===== config.mk =====
export PLATFORM = sky130hd
export DESIGN_NAME = pipelined_adder_flat
export DESIGN_NICKNAME = d
export VERILOG_FILES = /design/src/rtl/pipelined_adder_if.sv /design/src/rtl/pipelined_adder.sv /design/src/flat_wrapper.sv
export SDC_FILE = /design/constraint.sdc
export NUM_CORES = 1
export LEC_CHECK = 0
export CAP_MARGIN = 20
export CORE_MARGIN = 3
export CORE_UTILIZATION = 33
export CTS_CLUSTER_SIZE = 8
export DETAILED_ROUTE_END_ITERATION = 7
export GPL_TIMING_DRIVEN = 0
export SLEW_MARGIN = 20
export SYNTH_ARGS = -nofsm -noshare
export SYNTH_HDL_FRONTEND = slang
export SYNTH_SLANG_ARGS = --single-unit
export TNS_END_PERCENT = 30

===== constraint.sdc =====
create_clock -name clk -period 2.1 [get_ports clk]
set_input_delay 0.315 -clock clk [delete_from_list [all_inputs] [get_ports clk]]
set_output_delay 0.315 -clock clk [all_outputs]
set_load 0.005 [all_outputs]

===== src/rtl/pipelined_adder_if.sv =====
// Operand/result handshake bundle for pipelined_adder.
// master = producer/consumer side, slave = the adder.
interface pipelined_adder_if #(
  parameter int unsigned WIDTH = 32
);
  logic             in_valid;
  logic             in_ready;
  logic [WIDTH-1:0] a;
  logic [WIDTH-1:0] b;
  logic             c_in;
  logic             sub;
  logic             out_valid;
  logic             out_ready;
  logic [WIDTH-1:0] sum;
  logic             carry;
  logic             overflow;

  modport master (
    output in_valid, a, b, c_in, sub, out_ready,
    input  in_ready, out_valid, sum, carry, overflow
  );

  modport slave (
    input  in_valid, a, b, c_in, sub, out_ready,
    output in_ready, out_valid, sum, carry, overflow
  );
endinterface


===== src/rtl/pipelined_adder.sv =====
// Pipelined WIDTH-bit adder/subtractor. Each stage resolves one SEG_WIDTH-bit
// ripple segment and registers its carry for the next stage. Valid/ready
// handshake with per-stage bubble collapsing; the last stage is the output
// register.
module pipelined_adder #(
  parameter int unsigned WIDTH     = 32,
  parameter int unsigned SEG_WIDTH = 8
) (
  input logic              clk,
  input logic              rst_n,
  pipelined_adder_if.slave bus
);

  localparam int unsigned STAGES = (WIDTH + SEG_WIDTH - 1) / SEG_WIDTH;
  localparam int unsigned LAST   = STAGES - 1;

  typedef logic [WIDTH-1:0] word_t;

  // Stage registers
  logic  v_q [STAGES];
  logic  c_q [STAGES];
  word_t a_q [STAGES];
  word_t b_q [STAGES];
  word_t s_q [STAGES];
  logic  ovf_q;

  // Stage next-state
  logic  v_d [STAGES];
  word_t a_d [STAGES];
  word_t b_d [STAGES];
  word_t s_d [STAGES];
  logic  c_d [STAGES];
  logic  ovf_d;

  // Segment-adder operands (completed low sum bits and incoming carry)
  word_t s_src [STAGES];
  logic  c_src [STAGES];

  logic [STAGES-1:0] load;

  // Adds segment idx of x+y+ci and merges it into the partial sum s.
  // Masked full-width arithmetic keeps segment bounds constant per stage
  // while letting the narrower last segment take its carry at bit WIDTH.
  function automatic logic [WIDTH:0] seg_add(
    input word_t       x,
    input word_t       y,
    input word_t       s,
    input logic        ci,
    input int unsigned idx
  );
    logic [WIDTH:0] m;
    logic [WIDTH:0] t;
    logic [WIDTH:0] sh;
    int unsigned    lo;
    int unsigned    hi;
    lo = idx * SEG_WIDTH;
    hi = (lo + SEG_WIDTH > WIDTH) ? WIDTH : lo + SEG_WIDTH;
    m  = ({{WIDTH{1'b0}}, 1'b1} << hi) - ({{WIDTH{1'b0}}, 1'b1} << lo);
    t  = ({1'b0, x} & m) + ({1'b0, y} & m) + ({{WIDTH{1'b0}}, ci} << lo);
    sh = t >> hi;
    return {sh[0], (s & ~m[WIDTH-1:0]) | (t[WIDTH-1:0] & m[WIDTH-1:0])};
  endfunction

  // Advance chain: a stage loads when empty or when the stage after it loads.
  always_comb begin : p_load
    logic run;
    load = '0;
    run  = bus.out_ready;
    for (int unsigned k = 0; k < STAGES; k++) begin
      run             = run | ~v_q[LAST-k];
      load[LAST-k]    = run;
    end
  end

  // Per-stage operand selection and segment addition.
  always_comb begin
    v_d[0]   = bus.in_valid;
    a_d[0]   = bus.a;
    b_d[0]   = bus.sub ? ~bus.b : bus.b;
    s_src[0] = '0;
    c_src[0] = bus.sub ^ bus.c_in;
    for (int unsigned k = 1; k < STAGES; k++) begin
      v_d[k]   = v_q[k-1];
      a_d[k]   = a_q[k-1];
      b_d[k]   = b_q[k-1];
      s_src[k] = s_q[k-1];
      c_src[k] = c_q[k-1];
    end
    for (int unsigned k = 0; k < STAGES; k++) begin
      {c_d[k], s_d[k]} = seg_add(a_d[k], b_d[k], s_src[k], c_src[k], k);
    end
    ovf_d = (a_d[LAST][WIDTH-1] == b_d[LAST][WIDTH-1]) &&
            (s_d[LAST][WIDTH-1] != a_d[LAST][WIDTH-1]);
  end

  // Stage registers; data only captured for valid entries so the output
  // stage keeps its last result while empty.
  always_ff @(posedge clk or negedge rst_n) begin
    if (!rst_n) begin
      for (int unsigned k = 0; k < STAGES; k++) begin
        v_q[k] <= 1'b0;
        c_q[k] <= 1'b0;
        a_q[k] <= '0;
        b_q[k] <= '0;
        s_q[k] <= '0;
      end
      ovf_q <= 1'b0;
    end else begin
      for (int unsigned k = 0; k < STAGES; k++) begin
        if (load[k]) begin
          v_q[k] <= v_d[k];
          if (v_d[k]) begin
            a_q[k] <= a_d[k];
            b_q[k] <= b_d[k];
            s_q[k] <= s_d[k];
            c_q[k] <= c_d[k];
          end
        end
      end
      if (load[LAST] && v_d[LAST]) begin
        ovf_q <= ovf_d;
      end
    end
  end

  assign bus.in_ready  = load[0];
  assign bus.out_valid = v_q[LAST];
  assign bus.sum       = s_q[LAST];
  assign bus.carry     = c_q[LAST];
  assign bus.overflow  = ovf_q;

endmodule


===== src/flat_wrapper.sv =====
// flat-port wrapper written by rule: the top's interface ports become plain ports
module pipelined_adder_flat 
#(
  parameter int unsigned WIDTH     = 32,
  parameter int unsigned SEG_WIDTH = 8
)
  (clk, rst_n, bus_in_valid, bus_a, bus_b, bus_c_in, bus_sub, bus_out_ready, bus_in_ready, bus_out_valid, bus_sum, bus_carry, bus_overflow);
  pipelined_adder_if #(.WIDTH(WIDTH)) bus_i ();
  input logic clk;
  input logic rst_n;
  input wire logic [$bits(bus_i.in_valid)-1:0] bus_in_valid;
  input wire logic [$bits(bus_i.a)-1:0] bus_a;
  input wire logic [$bits(bus_i.b)-1:0] bus_b;
  input wire logic [$bits(bus_i.c_in)-1:0] bus_c_in;
  input wire logic [$bits(bus_i.sub)-1:0] bus_sub;
  input wire logic [$bits(bus_i.out_ready)-1:0] bus_out_ready;
  output wire logic [$bits(bus_i.in_ready)-1:0] bus_in_ready;
  output wire logic [$bits(bus_i.out_valid)-1:0] bus_out_valid;
  output wire logic [$bits(bus_i.sum)-1:0] bus_sum;
  output wire logic [$bits(bus_i.carry)-1:0] bus_carry;
  output wire logic [$bits(bus_i.overflow)-1:0] bus_overflow;
  assign bus_i.in_valid = bus_in_valid;
  assign bus_i.a = bus_a;
  assign bus_i.b = bus_b;
  assign bus_i.c_in = bus_c_in;
  assign bus_i.sub = bus_sub;
  assign bus_i.out_ready = bus_out_ready;
  assign bus_in_ready = bus_i.in_ready;
  assign bus_out_valid = bus_i.out_valid;
  assign bus_sum = bus_i.sum;
  assign bus_carry = bus_i.carry;
  assign bus_overflow = bus_i.overflow;
  pipelined_adder #(.WIDTH(WIDTH), .SEG_WIDTH(SEG_WIDTH)) u_core (.clk(clk), .rst_n(rst_n), .bus(bus_i));
endmodule

==> impl_metrics.env <==
export IMPL_status="finished, violations left"
export IMPL_violations="setup timing"
export IMPL_yosysWarnings=0
export IMPL_ctsRootBufferMaster="clkbuf_16"
export IMPL_critPathBufInv=4
export IMPL_setup_worst_path_start_class="flop"
export IMPL_worstHoldPathCells=3
export IMPL_nFillCells=2373
export IMPL_ys_ff_latch=185
export IMPL_p_sw_share_pct=31.5
export IMPL_die_w_um=168
export IMPL_cts_tree="built"
export IMPL_syn_avg_cell_area_um2=12.5
export IMPL_r2r_cells=11
export IMPL_synth_distinct_cells=39
export IMPL_cts_buffers=17
export IMPL_rr_startpoint="u_core.b_d[24]"
export IMPL_drv_cap=0
export IMPL_synthToLayoutAreaGrowth_pct=27.1
export IMPL_grt_pass1_wl_mm=29.6
export IMPL_cpMaxStageDelayCell="fa_2"
export IMPL_seq_area_frac_synth_pct=53.5
export IMPL_gp_congestion=0.830
export IMPL_cp_startpoint="u_core.b_d[24]"
export IMPL_p_leak_uw=0.00479
export IMPL_die_y_um=168
export IMPL_p_int_uw=9680
export IMPL_power_density_mw_per_mm2=1280
export IMPL_dpl_cell_count=1128
export IMPL_die_area_mm2=0.0282
export IMPL_drt_iter0_markers=187
export IMPL_hp_start="bus_sub"
export IMPL_vias=5349
export IMPL_antenna_found_initial=0
export IMPL_relSlewSlack_pct=68.3
export IMPL_antenna_cells=0
export IMPL_crit_type="flop to flop"
export IMPL_r2r_setup_slack_ps=-240
export IMPL_setup_violations=4
export IMPL_hold_viol=0
export IMPL_ant_nets=0
export IMPL_peakVddDrop_uv=589
export IMPL_comb_power_share_pct=37.3
export IMPL_synth_area_mm2=0.00866
export IMPL_maxSlewViolCount=0
export IMPL_rsz0062_at_grt="yes"
export IMPL_portBuffers=104
export IMPL_cts_sinks=185
export IMPL_p_sw_uw=4460
export IMPL_max_freq_mhz=428
export IMPL_setup_slack_ps=-235
export IMPL_crit_top_cell="inv_2"
export IMPL_finClkSkew_ps=7.58
export IMPL_fin_nets=955
export IMPL_r2r_end="u_core.bus.sum[31]"
export IMPL_grt_overflow=0
export IMPL_wl_per_cell_um=15.2
export IMPL_route_detailed_drc=0
export IMPL_core_area_mm2=0.0255
export IMPL_layout_drive_gt1_share_pct=26.5
export IMPL_whs_endpoint="u_core.b_d[94]"
export IMPL_fin_crit_ps=2340
export IMPL_layout_cells_non_filler=1171
export IMPL_crit_path_end_kind="flop"
export IMPL_clockBufferDepth=2
export IMPL_crit_chain="inv_2 -> fa_2 -> inv_2 -> ha_4 -> inv_2 -> fa_2 -> nor2b_4 -> o31a_1 -> o211ai_1 -> buf_4 -> mux2_2"
export IMPL_power_uw=14100
export IMPL_firstDrtPassIters=4
export IMPL_syn_num_nets=819
export IMPL_grt_start_max_net_pins=77
export IMPL_ioPinCount=106
export IMPL_tightestPinTransition_ps=475
export IMPL_fin_tns_setup_ps=-455
export IMPL_path_delay_family="adder cells"
export IMPL_grt_util_all_layers_pct=13.4
export IMPL_arrival_ps=2650
export IMPL_start_util_pct=34.0
export IMPL_routed_via_density=4.57
export IMPL_grt_pass1_vias=5506
export IMPL_critPathMaxStageDelay_ps=370
export IMPL_wl_mm=17.8
export IMPL_finalInstanceArea_mm2=0.0110
export IMPL_htree_levels=4
export IMPL_path_clk_slew_ps=70
export IMPL_hp_class="input pin to flop"
export IMPL_fin_crit_sh_pct=111
export IMPL_crit_required_ps=2420
export IMPL_p_clk_share_pct=23.8
export IMPL_clock_latency_ps=430
export IMPL_rows=58
export IMPL_pwr_share_seq_pct=38.9
export IMPL_placed_cell_area_mm2=0.0102
export IMPL_dp_hpwl_mm=13.3
export IMPL_synth_cells=692
export IMPL_crit_fanout=3
==> how the worst max path moves through the flow <==
stage | endpoint | slack, ps | cells after the start
after floorplan | u_core.c_q[3] | -410 | 10
after global placement | u_core.bus.sum[20] | -7070 | 1
after detailed placement | u_core.c_q[3] | -770 | 9
after CTS | u_core.bus.overflow | -280 | 11
after global routing | u_core.bus.sum[31] | -310 | 11
final | u_core.bus.sum[31] | -240 | 11
==> cell usage after synthesis (all sizes together) <==
library cell	count	share of area, %
o21ai	55	3.2
a31oi	4	0.29
nand3b	1	0.087
inv	28	1.2
fa	8	1.8
or4	2	0.17
dfrtp	185	53
clkbuf	6	0.29
mux2	126	16
nor2	15	0.65
a2111oi	1	0.10
ha	49	7.1
a21o	4	0.35
o21bai	2	0.17
xor2	26	2.6
nand3	2	0.12
o21a	1	0.087
o31a	1	0.10
o211ai	7	0.61
o31ai	3	0.26
nor3b	4	0.35
a211oi	6	0.52
nor2b	5	0.36
a21boi	2	0.17
nor3	10	0.58
nand2	66	2.9
and3b	1	0.10
a21oi	14	0.81
nand4b	1	0.10
nand2b	6	0.43
buf	23	1.8
o311ai	1	0.10
or2	1	0.072
xnor2	26	2.6
==> flip-flops by register name, indices dropped and copies added, names as in the netlist <==
name	cells
u_core.c_q	3
u_core.bus.sum	32
u_core.bus.overflow	1
u_core.s_q	48
u_core.bus.out_valid	1
u_core.b_d	48
u_core.a_d	48
u_core.bus.carry	1
u_core.v_d	3
==> stage by stage <==
step / util, % / hold slack [ps] / setup WS [ps]
after floorplan: - / 19.4 / -413
after global placement: 40.0 / 442 / -7070
after detailed placement: 40.2 / 257 / -771
after CTS: 42.9 / 276 / -284
after global routing: 43.2 / 295 / -313
final: 43.2 / 286 / -235
==> routing by layer <==
metal / up-vias / global-route usage (%) / part of all wire, %
li1: 2679 / - / -
met2: 78 / 22.3 / 49
met1: 2575 / 17.4 / 46
met5: - / 0 / 0
met3: 17 / 2.96 / 3.2
met4: 0 / 4.16 / 1.6
==> what timing repair did <==
item / CTS / global route
gates resized for setup: 20 / 18
buffers inserted: 8 / 5
endpoints found under the setup margin: 10 / 15
endpoints found under the hold margin: 51 / 0
pin swaps: 18 / 12
hold buffers: 1 / 0
==> power by group through the flow <==
stage / clock network, uW / logic (uW) / registers, uW
after detailed placement: 0 / 4920 / 5600
after floorplan: 0 / 3290 / 5370
after global placement: 0 / 4820 / 5560
final: 3370 / 5270 / 5510
after CTS: 3440 / 5140 / 5530
after global routing: 3600 / 5960 / 5690
==> layout by cell type (no fill, tap or decap), types with 9 or more instances in the layout <==
cell,count
a21oi_1,12
buf_2,16
buf_4,10
clkbuf_16,18
clkdlybuf4s50_1,99
dfrtp_1,185
ha_1,46
inv_1,19
inv_2,9
mux2_2,119
nand2_1,65
nor2_1,15
nor3_1,10
o21ai_0,46
xnor2_1,26
xor2_1,24
==> layout make-up <==
class,instances,area [um2],share of cell area (%)
flip-flops and latches,185,4630,42.1
multi-input cells,450,3860,35.1
repair buffers,118,1190,10.8
clock buffers,18,429,3.90
well taps,330,413,3.75
plain buffers,28,194,1.76
clock inverters,14,184,1.67
inverters,28,105,0.955
==> tightest hold or removal path, delay by kind of cell <==
family | cells | cell delay, ps
compound gates | 1 | 60
buf+inv | 1 | 170
xor+xnor | 1 | 120
==> cells by family (layout without fill, tap and decap cells) <==
kind of cell	Yosys count	count (layout)	share of synthesized area, %
AO/OA/AOI/OAI	101	101	6.75
XOR/XNOR	52	52	5.26
adder cells (fa/ha/maj)	57	57	8.93
buffers and inverters	57	206	3.26
flip-flops	185	185	53.5
multiplexers	126	126	16.4
AND/OR/NAND/NOR	114	114	5.97
Power figures use the tool's default switching activity.
